### config.mk
export PLATFORM = sky130hd
export DESIGN_NAME = instr_fetch
export DESIGN_NICKNAME = d
export VERILOG_FILES = /design/src/rtl/fetch_pkg.sv /design/src/rtl/fetch_skid_fifo.sv /design/src/rtl/instr_fetch.sv
export SDC_FILE = /design/constraint.sdc
export NUM_CORES = 1
export LEC_CHECK = 0
export BUFFER_PORTS_ARGS = -buffer_cell sky130_fd_sc_hd__buf_2
export CAP_MARGIN = 20
export CORE_MARGIN = 2
export CORE_UTILIZATION = 48
export CTS_CLUSTER_DIAMETER = 60
export DETAILED_ROUTE_END_ITERATION = 10
export PLACE_DENSITY_LB_ADDON = 0.08
export SLEW_MARGIN = 20
export SYNTH_ARGS = -nofsm -noshare
export SYNTH_HDL_FRONTEND = slang
export SYNTH_HIERARCHICAL = 1
export SYNTH_SLANG_ARGS = --single-unit
### constraint.sdc
create_clock -name clk -period 4.9 [get_ports clk]
set_input_delay 0.245 -clock clk [delete_from_list [all_inputs] [get_ports clk]]
set_output_delay 0.245 -clock clk [all_outputs]
set_load 0.01 [all_outputs]
### src/rtl/fetch_pkg.sv
// fetch_pkg: shared widths, defaults and types for the instruction fetch slice.
//   PC_W / INSTR_W : byte-address and opcode widths
//   DEF_PC_STEP    : default byte increment per sequential fetch
//   fetch_state_t  : fetch FSM states
//   fetch_entry_t  : one buffered instruction {pc, data}
package fetch_pkg;
    localparam int PC_W        = 8;
    localparam int INSTR_W     = 32;
    localparam int DEF_PC_STEP = 4;

    typedef enum logic {
        RUN      = 1'b0,
        REDIRECT = 1'b1
    } fetch_state_t;

    typedef struct packed {
        logic [PC_W-1:0]    pc;
        logic [INSTR_W-1:0] data;
    } fetch_entry_t;
endpackage

### src/rtl/fetch_skid_fifo.sv
// fetch_skid_fifo: first-word-fall-through buffer of fetch entries.
//   clk, rst      : clock, synchronous active-high reset
//   i_push/entry  : write one entry
//   i_pop         : consume the head entry (ignored when empty)
//   i_flush       : drop all entries (wins over push/pop)
//   o_head/o_valid: head entry, zero when empty; valid when non-empty
//   o_count       : current occupancy
// The producer never pushes while full, so there is no overflow guard.
module fetch_skid_fifo
    import fetch_pkg::*;
#(
    parameter int DEPTH = 2
) (
    input  logic                       clk,
    input  logic                       rst,
    input  logic                       i_push,
    input  fetch_entry_t               i_push_entry,
    input  logic                       i_pop,
    input  logic                       i_flush,
    output fetch_entry_t               o_head,
    output logic                       o_valid,
    output logic [$clog2(DEPTH+1)-1:0] o_count
);
    localparam int PTR_W = (DEPTH > 1) ? $clog2(DEPTH) : 1;
    localparam int CNT_W = $clog2(DEPTH + 1);

    fetch_entry_t     r_mem [DEPTH];
    logic [PTR_W-1:0] r_rd_ptr;
    logic [PTR_W-1:0] r_wr_ptr;
    logic [CNT_W-1:0] r_count;
    logic             w_do_pop;

    function automatic logic [PTR_W-1:0] ptr_inc(input logic [PTR_W-1:0] p);
        return (p == PTR_W'(DEPTH - 1)) ? '0 : p + PTR_W'(1);
    endfunction

    assign w_do_pop = i_pop && (r_count != '0);

    always_ff @(posedge clk) begin
        if (rst || i_flush) begin
            r_rd_ptr <= '0;
            r_wr_ptr <= '0;
            r_count  <= '0;
        end else begin
            if (i_push) r_wr_ptr <= ptr_inc(r_wr_ptr);
            if (w_do_pop) r_rd_ptr <= ptr_inc(r_rd_ptr);
            case ({i_push, w_do_pop})
                2'b10:   r_count <= r_count + CNT_W'(1);
                2'b01:   r_count <= r_count - CNT_W'(1);
                default: r_count <= r_count;
            endcase
        end
    end

    // Storage needs no reset: the head is masked while the buffer is empty.
    always_ff @(posedge clk) begin
        if (i_push && !i_flush && !rst) r_mem[r_wr_ptr] <= i_push_entry;
    end

    assign o_valid = (r_count != '0);
    assign o_head  = o_valid ? r_mem[r_rd_ptr] : '0;
    assign o_count = r_count;
endmodule

### src/rtl/instr_fetch.sv
// instr_fetch: instruction fetch unit, initiator of the instruction ROM.
//   clk, rst              : clock, synchronous active-high reset
//   rom_address           : byte address presented to the ROM (registered there)
//   rom_opcode            : ROM data for the address sampled one edge earlier
//   jump_valid/target     : redirect pulse and byte target
//   inst_valid/ready      : decoder handshake; inst_data/inst_pc from buffer head
// Optional (macro INSTR_FETCH_PERF_EN): perf_fetched / perf_stall saturating
// 16-bit counters of accepted instructions and backpressured cycles.
module instr_fetch
    import fetch_pkg::*;
#(
    parameter logic [PC_W-1:0] RESET_PC   = 8'h00,
    parameter int              PC_STEP    = DEF_PC_STEP,
    parameter int              FIFO_DEPTH = 2
) (
    input  logic               clk,
    input  logic               rst,
    output logic [PC_W-1:0]    rom_address,
    input  logic [INSTR_W-1:0] rom_opcode,
    input  logic               jump_valid,
    input  logic [PC_W-1:0]    jump_target,
    output logic               inst_valid,
    input  logic               inst_ready,
    output logic [INSTR_W-1:0] inst_data,
    output logic [PC_W-1:0]    inst_pc
`ifdef INSTR_FETCH_PERF_EN
    ,
    output logic [15:0]        perf_fetched,
    output logic [15:0]        perf_stall
`endif
);
    localparam int CNT_W = $clog2(FIFO_DEPTH + 1);

    fetch_state_t     r_state;
    fetch_state_t     w_state_nxt;
    logic [PC_W-1:0]  r_pc;
    logic [PC_W-1:0]  r_inflight_pc;
    logic             r_inflight_valid;

    logic             w_jump;
    logic             w_pop;
    logic             w_credit;
    logic             w_issue;
    logic             w_push;
    logic [PC_W-1:0]  w_issue_addr;
    logic [CNT_W-1:0] w_count;
    logic [CNT_W:0]   w_occ;
    fetch_entry_t     w_push_entry;
    fetch_entry_t     w_head;

    assign w_jump = jump_valid && !rst;
    assign w_pop  = inst_valid && inst_ready;

    // Buffered + in-flight after this cycle's pop; a slot must remain for
    // the response of anything issued now.
    assign w_occ    = (CNT_W+1)'(w_count) + (CNT_W+1)'(r_inflight_valid) - (CNT_W+1)'(w_pop);
    assign w_credit = (w_occ < (CNT_W+1)'(FIFO_DEPTH));

    always_comb begin
        w_state_nxt  = RUN;
        w_issue      = w_credit;
        w_issue_addr = r_pc;
        w_push       = r_inflight_valid;
        unique case (r_state)
            RUN:      w_state_nxt = RUN;
            // The response arriving here was issued by the jump, so it is kept.
            REDIRECT: w_state_nxt = RUN;
        endcase
        if (w_jump) begin
            // Buffer is flushed this edge, so the target always has room and
            // the pre-jump response on rom_opcode is dropped.
            w_state_nxt  = REDIRECT;
            w_issue      = 1'b1;
            w_issue_addr = jump_target;
            w_push       = 1'b0;
        end
    end

    assign rom_address = w_issue_addr;

    always_ff @(posedge clk) begin
        if (rst) begin
            r_state          <= RUN;
            r_pc             <= RESET_PC;
            r_inflight_valid <= 1'b0;
            r_inflight_pc    <= '0;
        end else begin
            r_state          <= w_state_nxt;
            r_inflight_valid <= w_issue;
            if (w_issue) begin
                r_inflight_pc <= w_issue_addr;
                r_pc          <= w_issue_addr + PC_W'(PC_STEP);
            end
        end
    end

    assign w_push_entry = '{pc: r_inflight_pc, data: rom_opcode};

    fetch_skid_fifo #(.DEPTH(FIFO_DEPTH)) u_fifo (
        .clk          (clk),
        .rst          (rst),
        .i_push       (w_push),
        .i_push_entry (w_push_entry),
        .i_pop        (w_pop),
        .i_flush      (w_jump),
        .o_head       (w_head),
        .o_valid      (inst_valid),
        .o_count      (w_count)
    );

    assign inst_data = w_head.data;
    assign inst_pc   = w_head.pc;

`ifdef INSTR_FETCH_PERF_EN
    logic [15:0] r_perf_fetched;
    logic [15:0] r_perf_stall;

    always_ff @(posedge clk) begin
        if (rst) begin
            r_perf_fetched <= '0;
            r_perf_stall   <= '0;
        end else begin
            if (w_pop && r_perf_fetched != 16'hFFFF)
                r_perf_fetched <= r_perf_fetched + 16'd1;
            if (inst_valid && !inst_ready && r_perf_stall != 16'hFFFF)
                r_perf_stall <= r_perf_stall + 16'd1;
        end
    end

    assign perf_fetched = r_perf_fetched;
    assign perf_stall   = r_perf_stall;
`endif
endmodule
==> results summary <==
The clock period minus worst slack is 3050 ps. The via count normalized by instance count came out at 5.07. The number of violations reported at the end of detailed-routing iteration 0 came out at 82.

After synthesis, the share of flip-flops with an asynchronous set or reset is 0%. Synthesis instantiated 41 different standard cells from the library. Across the VDD grid, the largest voltage drop is 187 uV.

The cell count after synthesis is 300. The peak fanout along the critical path is 41. The actual transition at the worst max-transition pin came out at 984 ps. The clock sink count is 100.

The total count of hold-check failures in the final report is 0. By startpoint and endpoint, the worst setup path is classified as reg2reg. Timing would allow up to 328 MHz. The vertical die dimension came out at 96.9 um. The min-delay analysis places its worst path in the category in2reg. The share of the synthesized area in the top cell type is 58.0%.

The leakage component of the power came out at 1.86 nW. The max-slew violation count came out at 0. Cell internal power was estimated by the tool at 1.31 mW. The maximum number of pins on one net before global-route repair came out at 42.

The final-layout setup total negative slack came out at 0 ps. The netlist area before placement came out at 4150 sq um. The global-route congestion overflow total is 0. STA classifies the critical path endpoint as a flip-flop. In this run the power spent charging and discharging nets is 0.514 mW. Ranked by instance count, the synthesized netlist is headed by 80 x sky130_fd_sc_hd__edfxtp_1, 55 x sky130_fd_sc_hd__nor2_1, 47 x sky130_fd_sc_hd__mux2i_1. In this run, post-CTS hold repair placed 0 buffers.

The overall power after layout is 1.82 mW. The via count of the first global-routing pass came out at 2,555. The reported max-cap violation count is 0. In the final routed layout, each cell accounts on average for 14.8 um. For the worst-skew pair, the clock arrives at the later sink with an insertion delay of 340 ps. Port buffering added 92 buffers. sky130_fd_sc_hd__edfxtp_1 takes more of the synthesized area than any other cell. Combinational logic is responsible for 18.3% of the overall power. The total length of routed wires is 7420 um. The clock transition at the register clock pins on the worst setup and hold paths after CTS came out at 100 ps. Cells with a size suffix above 1 make up 30.3% of the layout.

The wire-length estimate of the detail-placed layout is 4870 um. The run finished with clean final reports. The initial antenna violation count is 0. Relative to the synthesized area, the layout overhead comes to 16.9%.

TritonCTS built the clock tree. The most frequent cell after synthesis is sky130_fd_sc_hd__edfxtp_1. The type of origin of the critical path is a flip-flop. The deepest clock path buffer count came out at 2.

The worst slew slack as a fraction of its limit came out at 34.4%. The master cell of the clock root buffer is sky130_fd_sc_hd__clkbuf_8. The first-pass GRT wire length came out at 12,300 um. The areal power density over the cells is 376 nW/um^2. After detailed routing, the number of remaining DRC violations is 0. The number of gates given a new drive strength after cts is 0. Summing all non-filler instances in the final layout gives an area of 4850 sq um. The number of buffers added by the clock tree synthesis step came out at 9.

The total of flip-flops plus latches after synthesis is 100. The initial core utilization came out at 49.9%. Setup repair after global routing left no endpoint under its margin. The detailed-routing iteration count for the pre-antenna-repair pass came out at 4. The share of total power dissipated in the clock network is 25.4%. The number of diodes added for antenna fixing is 0. The most used flip-flop cell after synthesis is sky130_fd_sc_hd__edfxtp_1. The floorplan step defined a die boundary enclosing 9400 sq um. Setup violations remaining at the end of the flow were counted as 0. By area the synthesized netlist is led by sky130_fd_sc_hd__edfxtp_1 58%, sky130_fd_sc_hd__mux2i_1 11%, sky130_fd_sc_hd__dfxtp_1 9.7%, sky130_fd_sc_hd__nor2_1 5.0%, sky130_fd_sc_hd__nand2_1 1.4%.

Counting tap cells, the placed design contains a total of 485 instances. The switching share of total power came out at 28.2%. The number of flops mapped to enable cells by yosys came out at 80.

After synthesis, flip-flops and latches occupy 67.6% of the total area. The clock tree synthesis step divided the H-tree into 3 levels. The required time at the worst-slack endpoint came out at 5190 ps. The final clock skew is 8.47 ps. The sequential power share came out at 56.3%. The count of antenna-violating nets left after detailed routing is 0. The final net count is 439. The global placement routability congestion came out at 0.813. The die width came out at 96.9 um. The ratio of final minimum period to clock period is 62.3%. The count of cells in the finished layout, fillers not included, comes to 501. The placeable core region came out at 8300 sq um. The endpoint arrival time on the critical path came out at 3340 ps. The average instance in the mapped netlist occupies 13.8 sq um.

The post-CTS setup buffer count came out at 0. The number of nets handed over by synthesis was 348. The post-place instance area is 4670 sq um. The number of warning messages in the yosys log came out at 6. The total I/O pin count is 93. The number of core rows came out at 33. The total number of vias came out at 2,538.

The global-route total usage across every layer is 16.5%.
[logic make-up after synthesis]
| kind of cell | after synthesis | share of synthesized area [%] |
|---|---|---|
| flip-flops | 100 | 67.6 |
| AND/OR/NAND/NOR | 91 | 9.63 |
| multiplexers | 49 | 12.2 |
| buffers and inverters | 28 | 4.07 |
| AO/OA/AOI/OAI | 21 | 3.65 |
| XOR/XNOR | 7 | 1.48 |
| adder cells (fa/ha/maj) | 4 | 1.39 |
[placed cells by master (no fill, tap or decap), types with 2 or more instances in the layout]
cell type                  count
sky130_fd_sc_hd__nand2_1      15
sky130_fd_sc_hd__buf_2        92
sky130_fd_sc_hd__nor2_1       54
sky130_fd_sc_hd__and2_1        2
sky130_fd_sc_hd__inv_1        12
sky130_fd_sc_hd__edfxtp_1     80
sky130_fd_sc_hd__nand3_1       2
sky130_fd_sc_hd__xnor2_1       4
sky130_fd_sc_hd__nor2b_1       3
sky130_fd_sc_hd__clkbuf_8      9
sky130_fd_sc_hd__clkinv_4      2
sky130_fd_sc_hd__clkinv_1      2
sky130_fd_sc_hd__inv_6         2
sky130_fd_sc_hd__buf_4         3
sky130_fd_sc_hd__ha_1          3
sky130_fd_sc_hd__mux2i_1      47
sky130_fd_sc_hd__xor2_1        3
sky130_fd_sc_hd__nor3_1        6
sky130_fd_sc_hd__dfxtp_1      19
sky130_fd_sc_hd__o21ai_0       2
sky130_fd_sc_hd__a21oi_1       5
sky130_fd_sc_hd__a211oi_1      5
[per-stage QoR]
stage               hold slack [ps]  util [%]  worst slack, ps
floorplan                       322         -             1310
global placement                434      56.3             1960
detailed placement              439      56.3             1850
CTS                            59.1      58.4             1810
global route                   50.2      58.4             1560
finish                         77.5      58.4             1850
[power by group through the flow]
stage                     registers, mW  clock network [mW]  logic [mW]
final                              1.03               0.462       0.334
after global routing               1.03               0.519       0.377
after CTS                          1.03               0.476       0.341
after detailed placement           1.05                   0       0.339
after global placement             1.04                   0       0.335
after floorplan                    1.03                   0       0.229
[path summary, 6_finish.rpt]
kind	startpoint	endpoint	slack [ps]	depth (start not counted)
setup / recovery	u_fifo/o_count[1]	r_pc[6]	1850	12
hold / removal	rom_opcode[8]	u_fifo/r_mem[1][8]	80	1
setup reg to reg	u_fifo/o_count[1]	r_pc[6]	1850	12
hold reg to reg	r_inflight_pc[3]	u_fifo/r_mem[0][35]	460	0
[flip-flops by register name, indices dropped and copies added (netlist names), named ones only]
register / count
u_fifo/r_mem: 80
r_pc: 8
r_inflight_pc: 6
u_fifo/o_count: 2
r_inflight_valid: 1
u_fifo/r_rd_ptr: 1
u_fifo/r_wr_ptr: 1
[layout make-up]
| type | instances | area, sq um |
|---|---|---|
| Fill cell | 707 | 3450 |
| Timing Repair Buffer | 95 | 483 |
| Tap cell | 105 | 131 |
| Clock buffer | 9 | 124 |
| Multi-Input combinational cell | 172 | 1200 |
| Sequential cell | 100 | 2800 |
| Inverter | 13 | 56.3 |
| Clock inverter | 7 | 50.0 |
[metal layers]
layer	GRT usage (%)	share of wire (%)	wire length, um	up-vias
met5	0	0	0	-
met2	27.9	51	3750	69
met3	3.68	4.9	366	6
met1	20.8	44	3250	1204
li1	-	-	-	1259
met4	6.28	0.77	57	0
[critical path, stage by stage (launching register included)]
cell                        delay (ps)
sky130_fd_sc_hd__dfxtp_1           380
sky130_fd_sc_hd__nor2_4            120
sky130_fd_sc_hd__buf_4             400
sky130_fd_sc_hd__inv_1             110
sky130_fd_sc_hd__and2_1            190
sky130_fd_sc_hd__ha_1              280
sky130_fd_sc_hd__nor2b_1            50
sky130_fd_sc_hd__fa_1              370
sky130_fd_sc_hd__xor2_1            270
sky130_fd_sc_hd__a21o_1            390
sky130_fd_sc_hd__o221ai_1          190
sky130_fd_sc_hd__a2bb2oi_1         160
sky130_fd_sc_hd__nor2_1             90
(Power assumes the default switching activity.)
